File: config.mk
export PLATFORM = sky130hd
export DESIGN_NAME = tcam_lookup_arbiter_flat
export DESIGN_NICKNAME = d
export VERILOG_FILES = /design/src/rtl/tcam_lookup_arbiter_if.sv /design/src/rtl/tcam_lookup_arbiter.sv /design/src/flat_wrapper.sv
export SDC_FILE = /design/constraint.sdc
export NUM_CORES = 1
export LEC_CHECK = 0
export BUFFER_PORTS_ARGS = -buffer_cell sky130_fd_sc_hd__clkbuf_2
export CAP_MARGIN = 5
export CORE_UTILIZATION = 40
export CTS_CLUSTER_DIAMETER = 40
export DETAILED_ROUTE_END_ITERATION = 12
export GPL_ROUTABILITY_DRIVEN = 0
export GPL_TIMING_DRIVEN = 0
export HOLD_SLACK_MARGIN = 0.08
export PLACE_DENSITY = 0.76
export SLEW_MARGIN = 20
export SYNTH_ARGS = -nofsm -noshare
export SYNTH_HDL_FRONTEND = slang
export SYNTH_SLANG_ARGS = --single-unit
File: constraint.sdc
create_clock -name clk -period 2.48 [get_ports clk]
set_clock_uncertainty 0.1 [all_clocks]
set_input_delay 0.372 -clock clk [delete_from_list [all_inputs] [get_ports clk]]
set_output_delay 0.372 -clock clk [all_outputs]
set_load 0.02 [all_outputs]
File: src/rtl/tcam_lookup_arbiter_if.sv
// Bundle of lookup, response, config and TCAM-side signals for tcam_lookup_arbiter.
// Latency: none; this file holds wiring only.
// Backpressure: none; the flow-control meaning belongs to the arbiter.
interface tcam_lookup_arbiter_if #(
   parameter int NUM_REQ     = 4,
   parameter int ID_Width    = 4,
   parameter int AddressSize = 4,
   parameter int Bits        = 2 * ID_Width,
   parameter int Words       = 16
);
   localparam int PW = (NUM_REQ > 1) ? $clog2(NUM_REQ) : 1;

   // requester side
   logic [NUM_REQ-1:0]          lk_valid;
   logic [NUM_REQ*ID_Width-1:0] lk_id;
   logic [NUM_REQ-1:0]          lk_ready;

   // result side
   logic                        rsp_valid;
   logic                        rsp_ready;
   logic [PW-1:0]               rsp_port;
   logic                        rsp_hit;
   logic [ID_Width-1:0]         rsp_dst;
   logic [AddressSize-1:0]      rsp_addr;

   // configuration side
   logic                        cfg_valid;
   logic                        cfg_flush;
   logic [AddressSize-1:0]      cfg_addr;
   logic [Bits-1:0]             cfg_data;
   logic [Bits-1:0]             cfg_mask;
   logic                        cfg_ready;

   // TCAM macro side
   logic                        tcam_cs;
   logic                        tcam_wr;
   logic                        tcam_cmp;
   logic                        tcam_rd;
   logic                        tcam_flush;
   logic                        tcam_vbi;
   logic [Bits-1:0]             tcam_di;
   logic [Bits-1:0]             tcam_mskb;
   logic [AddressSize-1:0]      tcam_a;
   logic                        tcam_hit;
   logic [Words-1:0]            tcam_hitline;
   logic [Bits-1:0]             tcam_do;

   // arbiter view
   modport slave (
      input  lk_valid, lk_id, rsp_ready,
      input  cfg_valid, cfg_flush, cfg_addr, cfg_data, cfg_mask,
      input  tcam_hit, tcam_hitline, tcam_do,
      output lk_ready, rsp_valid, rsp_port, rsp_hit, rsp_dst, rsp_addr, cfg_ready,
      output tcam_cs, tcam_wr, tcam_cmp, tcam_rd, tcam_flush, tcam_vbi,
      output tcam_di, tcam_mskb, tcam_a
   );

   // requesters, config agent and TCAM model view
   modport master (
      output lk_valid, lk_id, rsp_ready,
      output cfg_valid, cfg_flush, cfg_addr, cfg_data, cfg_mask,
      output tcam_hit, tcam_hitline, tcam_do,
      input  lk_ready, rsp_valid, rsp_port, rsp_hit, rsp_dst, rsp_addr, cfg_ready,
      input  tcam_cs, tcam_wr, tcam_cmp, tcam_rd, tcam_flush, tcam_vbi,
      input  tcam_di, tcam_mskb, tcam_a
   );
endinterface

File: src/rtl/tcam_lookup_arbiter.sv
// Round-robin arbiter serialising lookups and config ops onto one TCAM macro.
// Latency: grant to rsp_valid is 4 cycles on hit, 3 on miss; config op takes 1 cycle.
// Backpressure: rsp_ready low holds the result stable and blocks all new grants.
module tcam_lookup_arbiter #(
   parameter int NUM_REQ     = 4,
   parameter int ID_Width    = 4,
   parameter int AddressSize = 4,
   parameter int Bits        = 2 * ID_Width,
   parameter int Words       = 16
) (
   input logic                  clk,
   input logic                  rst,
   tcam_lookup_arbiter_if.slave bus
);
   localparam int PW = (NUM_REQ > 1) ? $clog2(NUM_REQ) : 1;

   typedef enum logic [2:0] {IDLE, CFG, CMP, ENC, RD, RSP} state_t;

   state_t                 state;
   logic [PW-1:0]          rr_ptr;      // highest-priority requester for the next grant
   logic [PW-1:0]          port_q;      // requester that owns the lookup in flight
   logic                   hit_q;
   logic [AddressSize-1:0] addr_q;
   logic [ID_Width-1:0]    dst_q;
   logic                   fresh;       // first RSP cycle: tcam_do is live, not yet captured
   logic                   rsp_valid_q;
   logic                   rsp_hit_q;
   logic [AddressSize-1:0] rsp_addr_q;
   logic                   cs_q, wr_q, cmp_q, rd_q, flush_q, vbi_q;
   logic [Bits-1:0]        di_q, mskb_q;
   logic [AddressSize-1:0] a_q;

   logic [PW-1:0]          winner;
   logic                   any_req;
   logic [ID_Width-1:0]    win_id;
   logic [AddressSize-1:0] enc_addr;
   logic                   grant_en;
   logic                   unused_do_hi;

   // Round-robin pick: first valid at or above rr_ptr, else first valid below it.
   always_comb begin
      winner  = '0;
      any_req = 1'b0;
      for (int j = 0; j < NUM_REQ; j++) begin
         if (!any_req && bus.lk_valid[j] && (PW'(j) >= rr_ptr)) begin
            winner  = PW'(j);
            any_req = 1'b1;
         end
      end
      for (int j = 0; j < NUM_REQ; j++) begin
         if (!any_req && bus.lk_valid[j] && (PW'(j) < rr_ptr)) begin
            winner  = PW'(j);
            any_req = 1'b1;
         end
      end
      win_id = '0;
      for (int j = 0; j < NUM_REQ; j++) begin
         if (PW'(j) == winner) win_id = bus.lk_id[j*ID_Width +: ID_Width];
      end
   end

   // Lowest-index match line wins when several entries hit.
   always_comb begin
      enc_addr = '0;
      for (int i = Words - 1; i >= 0; i--) begin
         if (bus.tcam_hitline[i]) enc_addr = AddressSize'(i);
      end
   end

   // Grants are combinational so the requester sees ready in the cycle it is consumed.
   assign grant_en      = (state == IDLE) && !rst && !bus.cfg_valid && any_req;
   assign bus.lk_ready  = grant_en ? (NUM_REQ'(1) << winner) : '0;
   assign bus.cfg_ready = (state == IDLE) && !rst && bus.cfg_valid;

   assign bus.rsp_valid = rsp_valid_q;
   assign bus.rsp_port  = port_q;
   assign bus.rsp_hit   = rsp_hit_q;
   assign bus.rsp_addr  = rsp_addr_q;
   // tcam_do arrives in the first RSP cycle; afterwards the captured copy keeps rsp_dst stable.
   assign bus.rsp_dst   = fresh ? bus.tcam_do[ID_Width-1:0] : dst_q;

   assign bus.tcam_cs    = cs_q;
   assign bus.tcam_wr    = wr_q;
   assign bus.tcam_cmp   = cmp_q;
   assign bus.tcam_rd    = rd_q;
   assign bus.tcam_flush = flush_q;
   assign bus.tcam_vbi   = vbi_q;
   assign bus.tcam_di    = di_q;
   assign bus.tcam_mskb  = mskb_q;
   assign bus.tcam_a     = a_q;

   assign unused_do_hi = ^bus.tcam_do[Bits-1:ID_Width];

   // Sequencer: TCAM strobes are registered on entry to the state that owns them.
   always_ff @(posedge clk) begin
      if (rst) begin
         state       <= IDLE;
         rr_ptr      <= '0;
         port_q      <= '0;
         hit_q       <= 1'b0;
         addr_q      <= '0;
         dst_q       <= '0;
         fresh       <= 1'b0;
         rsp_valid_q <= 1'b0;
         rsp_hit_q   <= 1'b0;
         rsp_addr_q  <= '0;
         cs_q        <= 1'b0;
         wr_q        <= 1'b0;
         cmp_q       <= 1'b0;
         rd_q        <= 1'b0;
         flush_q     <= 1'b0;
         vbi_q       <= 1'b0;
         di_q        <= '0;
         mskb_q      <= '0;
         a_q         <= '0;
      end else begin
         cs_q    <= 1'b0;
         wr_q    <= 1'b0;
         cmp_q   <= 1'b0;
         rd_q    <= 1'b0;
         flush_q <= 1'b0;
         vbi_q   <= 1'b0;
         di_q    <= '0;
         mskb_q  <= '0;
         a_q     <= '0;
         case (state)
            IDLE: begin
               if (bus.cfg_valid) begin
                  cs_q <= 1'b1;
                  if (bus.cfg_flush) begin
                     flush_q <= 1'b1;
                  end else begin
                     wr_q   <= 1'b1;
                     vbi_q  <= 1'b1;
                     a_q    <= bus.cfg_addr;
                     di_q   <= bus.cfg_data;
                     mskb_q <= bus.cfg_mask;
                  end
                  state <= CFG;
               end else if (any_req) begin
                  port_q <= winner;
                  rr_ptr <= (winner == PW'(NUM_REQ - 1)) ? '0 : winner + 1'b1;
                  cs_q   <= 1'b1;
                  cmp_q  <= 1'b1;
                  di_q   <= {win_id, {ID_Width{1'b0}}};
                  mskb_q <= {{ID_Width{1'b1}}, {ID_Width{1'b0}}};
                  state  <= CMP;
               end
            end
            CFG: state <= IDLE;
            CMP: state <= ENC;
            ENC: begin
               hit_q  <= bus.tcam_hit;
               addr_q <= enc_addr;
               if (bus.tcam_hit) begin
                  cs_q  <= 1'b1;
                  rd_q  <= 1'b1;
                  a_q   <= enc_addr;
                  state <= RD;
               end else begin
                  rsp_valid_q <= 1'b1;
                  rsp_hit_q   <= 1'b0;
                  rsp_addr_q  <= '0;
                  dst_q       <= '0;
                  fresh       <= 1'b0;
                  state       <= RSP;
               end
            end
            RD: begin
               rsp_valid_q <= 1'b1;
               rsp_hit_q   <= hit_q;
               rsp_addr_q  <= addr_q;
               fresh       <= 1'b1;
               state       <= RSP;
            end
            RSP: begin
               if (fresh) begin
                  dst_q <= bus.tcam_do[ID_Width-1:0];
                  fresh <= 1'b0;
               end
               if (bus.rsp_ready) begin
                  rsp_valid_q <= 1'b0;
                  rsp_hit_q   <= 1'b0;
                  rsp_addr_q  <= '0;
                  dst_q       <= '0;
                  fresh       <= 1'b0;
                  state       <= IDLE;
               end
            end
            default: state <= IDLE;
         endcase
      end
   end
endmodule

File: src/flat_wrapper.sv
// flat-port wrapper written by rule: the top's interface ports become plain ports
module tcam_lookup_arbiter_flat 
#(
   parameter int NUM_REQ     = 4,
   parameter int ID_Width    = 4,
   parameter int AddressSize = 4,
   parameter int Bits        = 2 * ID_Width,
   parameter int Words       = 16
)
  (clk, rst, bus_lk_valid, bus_lk_id, bus_rsp_ready, bus_cfg_valid, bus_cfg_flush, bus_cfg_addr, bus_cfg_data, bus_cfg_mask, bus_tcam_hit, bus_tcam_hitline, bus_tcam_do, bus_lk_ready, bus_rsp_valid, bus_rsp_port, bus_rsp_hit, bus_rsp_dst, bus_rsp_addr, bus_cfg_ready, bus_tcam_cs, bus_tcam_wr, bus_tcam_cmp, bus_tcam_rd, bus_tcam_flush, bus_tcam_vbi, bus_tcam_di, bus_tcam_mskb, bus_tcam_a);
  tcam_lookup_arbiter_if #(.NUM_REQ(NUM_REQ), .ID_Width(ID_Width), .AddressSize(AddressSize), .Bits(Bits), .Words(Words)) bus_i ();
  input logic clk;
  input logic rst;
  input wire logic [$bits(bus_i.lk_valid)-1:0] bus_lk_valid;
  input wire logic [$bits(bus_i.lk_id)-1:0] bus_lk_id;
  input wire logic [$bits(bus_i.rsp_ready)-1:0] bus_rsp_ready;
  input wire logic [$bits(bus_i.cfg_valid)-1:0] bus_cfg_valid;
  input wire logic [$bits(bus_i.cfg_flush)-1:0] bus_cfg_flush;
  input wire logic [$bits(bus_i.cfg_addr)-1:0] bus_cfg_addr;
  input wire logic [$bits(bus_i.cfg_data)-1:0] bus_cfg_data;
  input wire logic [$bits(bus_i.cfg_mask)-1:0] bus_cfg_mask;
  input wire logic [$bits(bus_i.tcam_hit)-1:0] bus_tcam_hit;
  input wire logic [$bits(bus_i.tcam_hitline)-1:0] bus_tcam_hitline;
  input wire logic [$bits(bus_i.tcam_do)-1:0] bus_tcam_do;
  output wire logic [$bits(bus_i.lk_ready)-1:0] bus_lk_ready;
  output wire logic [$bits(bus_i.rsp_valid)-1:0] bus_rsp_valid;
  output wire logic [$bits(bus_i.rsp_port)-1:0] bus_rsp_port;
  output wire logic [$bits(bus_i.rsp_hit)-1:0] bus_rsp_hit;
  output wire logic [$bits(bus_i.rsp_dst)-1:0] bus_rsp_dst;
  output wire logic [$bits(bus_i.rsp_addr)-1:0] bus_rsp_addr;
  output wire logic [$bits(bus_i.cfg_ready)-1:0] bus_cfg_ready;
  output wire logic [$bits(bus_i.tcam_cs)-1:0] bus_tcam_cs;
  output wire logic [$bits(bus_i.tcam_wr)-1:0] bus_tcam_wr;
  output wire logic [$bits(bus_i.tcam_cmp)-1:0] bus_tcam_cmp;
  output wire logic [$bits(bus_i.tcam_rd)-1:0] bus_tcam_rd;
  output wire logic [$bits(bus_i.tcam_flush)-1:0] bus_tcam_flush;
  output wire logic [$bits(bus_i.tcam_vbi)-1:0] bus_tcam_vbi;
  output wire logic [$bits(bus_i.tcam_di)-1:0] bus_tcam_di;
  output wire logic [$bits(bus_i.tcam_mskb)-1:0] bus_tcam_mskb;
  output wire logic [$bits(bus_i.tcam_a)-1:0] bus_tcam_a;
  assign bus_i.lk_valid = bus_lk_valid;
  assign bus_i.lk_id = bus_lk_id;
  assign bus_i.rsp_ready = bus_rsp_ready;
  assign bus_i.cfg_valid = bus_cfg_valid;
  assign bus_i.cfg_flush = bus_cfg_flush;
  assign bus_i.cfg_addr = bus_cfg_addr;
  assign bus_i.cfg_data = bus_cfg_data;
  assign bus_i.cfg_mask = bus_cfg_mask;
  assign bus_i.tcam_hit = bus_tcam_hit;
  assign bus_i.tcam_hitline = bus_tcam_hitline;
  assign bus_i.tcam_do = bus_tcam_do;
  assign bus_lk_ready = bus_i.lk_ready;
  assign bus_rsp_valid = bus_i.rsp_valid;
  assign bus_rsp_port = bus_i.rsp_port;
  assign bus_rsp_hit = bus_i.rsp_hit;
  assign bus_rsp_dst = bus_i.rsp_dst;
  assign bus_rsp_addr = bus_i.rsp_addr;
  assign bus_cfg_ready = bus_i.cfg_ready;
  assign bus_tcam_cs = bus_i.tcam_cs;
  assign bus_tcam_wr = bus_i.tcam_wr;
  assign bus_tcam_cmp = bus_i.tcam_cmp;
  assign bus_tcam_rd = bus_i.tcam_rd;
  assign bus_tcam_flush = bus_i.tcam_flush;
  assign bus_tcam_vbi = bus_i.tcam_vbi;
  assign bus_tcam_di = bus_i.tcam_di;
  assign bus_tcam_mskb = bus_i.tcam_mskb;
  assign bus_tcam_a = bus_i.tcam_a;
  tcam_lookup_arbiter #(.NUM_REQ(NUM_REQ), .ID_Width(ID_Width), .AddressSize(AddressSize), .Bits(Bits), .Words(Words)) u_core (.clk(clk), .rst(rst), .bus(bus_i));
endmodule
==> results of run 1 <==
flip-flops by register name, summed over array words and instances (netlist names):
register	flops
u_core.fresh	1
u_core.bus.rsp_valid	1
u_core.bus.tcam_mskb	8
u_core.bus.rsp_port	2
u_core.dst_q	4
u_core.bus.tcam_di	8
u_core.state	3
u_core.bus.tcam_flush	1
u_core.bus.tcam_wr	1
u_core.bus.rsp_addr	4
u_core.hit_q	1
u_core.bus.tcam_a	4
u_core.bus.tcam_rd	1
u_core.rr_ptr	2
u_core.bus.tcam_cs	1
u_core.bus.rsp_hit	1
u_core.bus.tcam_cmp	1
u_core.addr_q	4
worst max path at each step:
stage	from	depth (start not counted)	slack, ns	endpoint
6_report	u_core.rr_ptr[1]	7	0.14	bus_lk_ready[3]
5_1_grt	u_core.rr_ptr[1]	7	0.01	bus_lk_ready[3]
4_1_cts	u_core.state[2]	7	0.004	bus_lk_ready[3]
3_3_place_gp	bus_lk_valid[0]	9	0.16	bus_lk_ready[3]
3_5_place_dp	bus_lk_valid[0]	9	0.13	bus_lk_ready[3]
2_1_floorplan	u_core.rr_ptr[1]	7	0.36	bus_lk_ready[3]
cell type report:
cell class,instances,area share [%]
Multi-Input combinational cell,185,39.8
Timing Repair Buffer,108,18.2
Buffer,10,1.56
Clock buffer,5,2.32
Clock inverter,3,1.60
Sequential cell,48,32.5
Tap cell,70,2.95
Inverter,8,1.01
synth_stat cells (2+ instances only):
master / instances
dfxtp_1: 48
nor2_1: 42
a21oi_1: 22
nand2_1: 18
and2_1: 15
a22oi_1: 10
inv_1: 8
clkbuf_1: 6
nand2b_1: 6
o21ai_0: 6
a21o_1: 5
a22o_1: 5
mux2i_1: 5
o21ai_1: 5
buf_2: 4
ha_1: 4
nand3b_1: 4
nor3_1: 4
a211oi_1: 3
mux2_1: 3
a221o_1: 2
a32oi_1: 2
nor4_1: 2
cells by family (layout without fill, tap and decap cells):
family / Yosys count / in the layout / share of synthesized area, %
compound gates: 70 / 70 / 21.4
flops: 48 / 48 / 44.0
simple gates: 102 / 102 / 24.2
fa+ha+maj: 4 / 4 / 2.29
mux: 9 / 9 / 4.35
buf+inv: 20 / 134 / 3.84
where the power goes:
group          internal [uW]  leakage, uW  switching (uW)  total [uW]
Sequential               808     0.000391            19.0         827
Combinational            156     0.000966             215         371
Clock                    304    0.0000583             261         564
Total                   1270      0.00141             494        1760
per-layer routing:
metal	vias up	GRT usage [%]	part of all wire (%)
met3	5	3.98	6.6
met2	85	31.1	46
met5	-	0	0
li1	1117	-	-
met4	0	5.38	0.79
met1	984	26.7	47
per-stage QoR:
step	utilization (%)	cell area [um2]	cells	power, uW
floorplan	-	2190	253	1060
global placement	54.4	2810	431	1190
detailed placement	54.4	2810	431	1200
CTS	56.6	2930	437	1770
global route	57.3	2960	437	1860
finish	57.3	2960	437	1760
worst register-to-register path: stages, from the launching register on:
cell and delay, ns:
dfxtp_2 0.36, a21oi_1 0.14, o21ai_1 0.07, o2bb2a_1 0.35
inv_1 0.13, ha_4 0.20, nand3b_1 0.15, a21oi_1 0.13
a21oi_1 0.05, o21ai_0 0.18, a22o_1 0.15
what timing repair did:
action / CTS / global route
resized for setup: 3 / 8
pin swaps: 0 / 1
endpoints found under the setup margin: 3 / 4
==> results_dict.tcl, run 1 <==
set metrics [dict create \
    syn_nets 327 \
    cp.buffers_inverters 2 \
    ys_seq_elements 48 \
    ctsHtreeMaxLevel 2 \
    tightest_slew_ns 0.560 \
    leakage_uw 0.00141 \
    grt_remaining_overflow 0 \
    drt-vias-per-instance 5.01 \
    synthTopCellsByArea "dfxtp_1 (44%), nor2_1 (7.2%), a21oi_1 (5.0%), and2_1 (4.3%), a22oi_1 (3.4%)" \
    filler_cell_count 460 \
    synth_edf_count 0 \
    maxCapViolations 0 \
    fin_hold_ws_ns 0.160 \
    finalMaxSlewViolations 0 \
    seqCellArea_um2 962 \
    async_reset_ff_share_pct 0 \
    core_area_um2 5170 \
    min_from "bus_cfg_mask[6]" \
    clock_path_buffers 2 \
    setup_violations 0 \
    r2r_start "u_core.rr_ptr[1]" \
    final_cell_mix "clkbuf_2 (108), dfxtp_1 (47), nor2_1 (40), a21oi_1 (22), nand2_1 (18)" \
    numCtsBuffers 5 \
    grt_pass1_vias 2036 \
    root_buffer "clkbuf_8" \
    finalSetupTns_ns 0 \
    preCtsSetupSlack_ns 0.126 \
    cp-end-kind "primary output" \
    relSlewSlack_pct 62.4 \
    grt_pass1_wl_um 9200 \
    syn_area_per_cell_um2 8.64 \
    drcViolationCount 0 \
    synthFlopType "dfxtp_1" \
    wl_per_cell_um 12.2 \
    portBuffers 108 \
    grt_setup_unrepaired "false" \
    cp-start-kind "flip-flop" \
    cts.clk_slew.worst_paths_ns 0.09 \
    path_cells "mux2i_1 -> nor2_1 -> a311o_1 -> inv_2 -> ha_4 -> and2_1 -> clkbuf_2" \
    cts_hold_buffers 0 \
    num_rows 26 \
    fin_nets 440 \
    postCtsSetupBuffers 0 \
    synth_warnings 0 \
    die-area_um2 5760 \
    cts_tree "built" \
    ant_nets 0 \
    diodes 0 \
    grt_max_degree 17 \
    yosysTopAreaCellShare_pct 44.0 \
    final_common_cell "clkbuf_2" \
    synth_area_um2 2190 \
    post-route-period-util_pct 94.3 \
    cp.arrival_ns 1.87 \
    hold_path_end "u_core.bus.tcam_mskb[6]" \
    clk_latency_ns 0.30 \
    start_util_pct 42.3 \
    reg2reg_slack_ns 0.43 \
    ff2ff_path_depth 10 \
    cpPeakStageDelay_ns 0.38 \
    synth_cell_types 47 \
    power_density_nw_per_um2 594 \
    final_layout_size_suffix_gt1_share_pct 37.3 \
    num_vias 2191 \
    max_freq_mhz 428 \
    peakVddDrop_uv 407 \
    whs_path_depth 2 \
    pin_count 113 \
    cts_sinks 48 \
    initialDrtViolationCount 70 \
    finalHoldViolCount 0 \
    status "finished, final reports clean" \
    wirelength_um 5340 \
    dr.pass1.iters 4 \
    synth_cells 253 \
    min-delay-path-class "input pin to flip-flop" \
    grt.total_usage_pct 19.5 \
    crit_family "flip-flops" \
    fin_ws_ns 0.141 \
    min_period_ns 2.34 \
    yosys.area.top_type "dfxtp_1" \
    die_h_um 75.9 \
    slowest_stage "dfxtp_2" \
    antenna_found_initial 0 \
    cp.required_ns 2.01 \
    path_max_fanout 9 \
    dp_hpwl_um 4210 \
    path_class "flip-flop to primary output" \
    multiInputGateArea_um2 1180 \
    r2r_end "u_core.bus.tcam_di[7]" \
    die_w_um 75.9 \
    areaGrowthSynthToFinish_pct 35.6 \
    synth-seq-area-share_pct 44.0 \
]
Power figures use the tool's default switching activity.
==> inputs of run 2 (changes only) <==
--- a/config.mk
+++ b/config.mk
@@ -7,6 +7,7 @@
 export LEC_CHECK = 0
 export BUFFER_PORTS_ARGS = -buffer_cell sky130_fd_sc_hd__clkbuf_2
 export CAP_MARGIN = 5
+export CORE_MARGIN = 2
 export CORE_UTILIZATION = 40
 export CTS_CLUSTER_DIAMETER = 40
 export DETAILED_ROUTE_END_ITERATION = 12
==> run 2 against run 1 <==
Against the previous run:
- sequential share of layout area is 0.32 points higher
- design area is 0.97% lower
- die area is 5.3% higher
- setup slack better by 0.00050 ns
- worst hold slack worse by 0.0029 ns
- sequential power hardly changed
- clock power is 20% lower
- combinational power hardly changed
- fmax hardly changed
- wire length is 0.99% higher
- utilization is 0.91 points lower
- critical endpoint is now bus_lk_ready[2]
- largest cell class unchanged
- largest power group unchanged
==> results_dict.tcl, run 2 (synthesis results as in run 1) <==
set metrics [dict create \
    status "finished, final reports clean" \
    core_area_um2 5200 \
    cts_sinks 48 \
    r2r_start "u_core.rr_ptr[1]" \
    numCtsBuffers 5 \
    leakage_uw 0.00140 \
    clock_path_buffers 2 \
    ff2ff_path_depth 10 \
    final_common_cell "clkbuf_2" \
    tightest_slew_ns 0.540 \
    start_util_pct 42.0 \
    total_power_uw 1650 \
    relSlewSlack_pct 63.7 \
    path_max_fanout 10 \
    cp.arrival_ns 1.87 \
    areaGrowthSynthToFinish_pct 34.3 \
    grt_setup_unrepaired "false" \
    pin_count 113 \
    finalMaxSlewViolations 0 \
    dr.pass1.iters 4 \
    min_period_ns 2.34 \
    num_vias 2181 \
    switching_share_pct 29.6 \
    grt_remaining_overflow 0 \
    maxCapViolations 0 \
    die-area_um2 6070 \
    final_layout_size_suffix_gt1_share_pct 37.1 \
    die_w_um 77.9 \
    p_comb_share_pct 22.5 \
    layout.cells.non_filler 437 \
    max_freq_mhz 428 \
    cp.buffers_inverters 3 \
    whs_path_depth 2 \
    p_int_uw 1160 \
    grt.total_usage_pct 17.6 \
    path_class "flip-flop to primary output" \
    filler_cell_count 495 \
    clk_latency_ns 0.30 \
    drt-vias-per-instance 4.99 \
    dp_hpwl_um 4240 \
    ant_nets 0 \
    grt_max_degree 16 \
    cp-start-kind "flip-flop" \
    cts_hold_buffers 0 \
    cts.clk_slew.worst_paths_ns 0.09 \
    slowest_stage "dfxtp_1" \
    fin_hold_ws_ns 0.157 \
    cpPeakStageDelay_ns 0.30 \
    setup_violations 0 \
    min_from "bus_cfg_mask[7]" \
    path_cells "buf_2 -> nor2_1 -> nand3b_2 -> nor2_4 -> clkbuf_4 -> and2_1 -> clkbuf_2" \
    dp_cells 431 \
    peakVddDrop_uv 302 \
    seqCellArea_um2 962 \
    cp-end-kind "primary output" \
    postCtsSetupBuffers 0 \
    reg2reg_slack_ns 0.45 \
    wirelength_um 5400 \
    wl_per_cell_um 12.3 \
    antenna_found_initial 0 \
    drcViolationCount 0 \
    cts_tree "built" \
    num_rows 26 \
    r2r_end "u_core.bus.tcam_di[6]" \
    cp.required_ns 2.01 \
    fin_ws_ns 0.142 \
    grt_pass1_wl_um 8600 \
    portBuffers 108 \
    preCtsSetupSlack_ns 0.145 \
    final_cell_mix "clkbuf_2 (108), dfxtp_1 (47), nor2_1 (41), a21oi_1 (22), nand2_1 (18)" \
    die_h_um 77.9 \
    initialDrtViolationCount 73 \
    crit_family "simple AND/OR/NAND/NOR gates" \
    fin_nets 440 \
    multiInputGateArea_um2 1180 \
    p_sw_uw 489 \
    diodes 0 \
    finalHoldViolCount 0 \
    post-route-period-util_pct 94.3 \
    pwr-share-seq_pct 50.1 \
    grt_pass1_vias 1927 \
    finalSetupTns_ns 0 \
    min-delay-path-class "input pin to flip-flop" \
    power_density_nw_per_um2 562 \
    hold_path_end "u_core.bus.tcam_mskb[7]" \
    root_buffer "clkbuf_8" \
    ctsHtreeMaxLevel 2 \
    p_clk_share_pct 27.4 \
]
## run 2: cell type report
class / count / area share, %
Sequential cell: 48 / 32.8
Clock buffer: 5 / 2.34
Buffer: 10 / 1.66
Tap cell: 70 / 2.98
Timing Repair Buffer: 108 / 18.4
Clock inverter: 3 / 0.639
Inverter: 8 / 1.02
Multi-Input combinational cell: 185 / 40.2
## run 2: worst register-to-register path, cell delays in order (launching register included)
cell      delay [ns]
dfxtp_2         0.38
mux2i_1         0.19
nor2_1          0.05
a311o_1         0.34
inv_2           0.13
ha_4            0.18
nand3b_1        0.11
a21oi_1         0.06
a21oi_1         0.12
o21ai_0         0.10
a22o_1          0.18
## run 2: metrics by stage
step / utilization (%) / cell area (um2)
2_1_floorplan: - / 2190
5_1_grt: 56.4 / 2940
4_1_cts: 55.7 / 2900
6_report: 56.4 / 2940
3_5_place_dp: 54.1 / 2810
3_3_place_gp: 54.1 / 2810
## run 2: power groups by stage
stage | clock, uW | sequential [uW] | combinational, uW
finish | 453 | 826 | 370
global route | 502 | 831 | 411
CTS | 468 | 826 | 357
detailed placement | 0 | 844 | 355
global placement | 0 | 843 | 350
floorplan | 0 | 874 | 190
## run 2: worst max-delay path by stage
stage | start | to | slack, ns | cells after the start
detailed placement | bus_lk_valid[2] | bus_lk_ready[3] | 0.15 | 9
floorplan | u_core.rr_ptr[1] | bus_lk_ready[3] | 0.36 | 7
CTS | u_core.rr_ptr[1] | bus_lk_ready[2] | 0.0008 | 7
finish | u_core.state[2] | bus_lk_ready[2] | 0.14 | 7
global route | u_core.state[2] | bus_lk_ready[1] | 0.01 | 7
global placement | bus_lk_valid[0] | bus_lk_ready[3] | 0.16 | 9
## run 2: routing by layer
metal | routed length [um] | vias up | global-route usage (%)
met5 | 0 | - | 0
met2 | 2440 | 84 | 28.3
met4 | 40 | 0 | 5.79
li1 | - | 1116 | -
met3 | 408 | 4 | 4.30
met1 | 2510 | 977 | 23.0
## run 2: timing repair
action	4_1_cts	5_1_grt
resized for setup	2	9
setup endpoints to repair	3	4
endpoints found under the hold margin	0	0
pin swaps	0	1
gates cloned	0	0
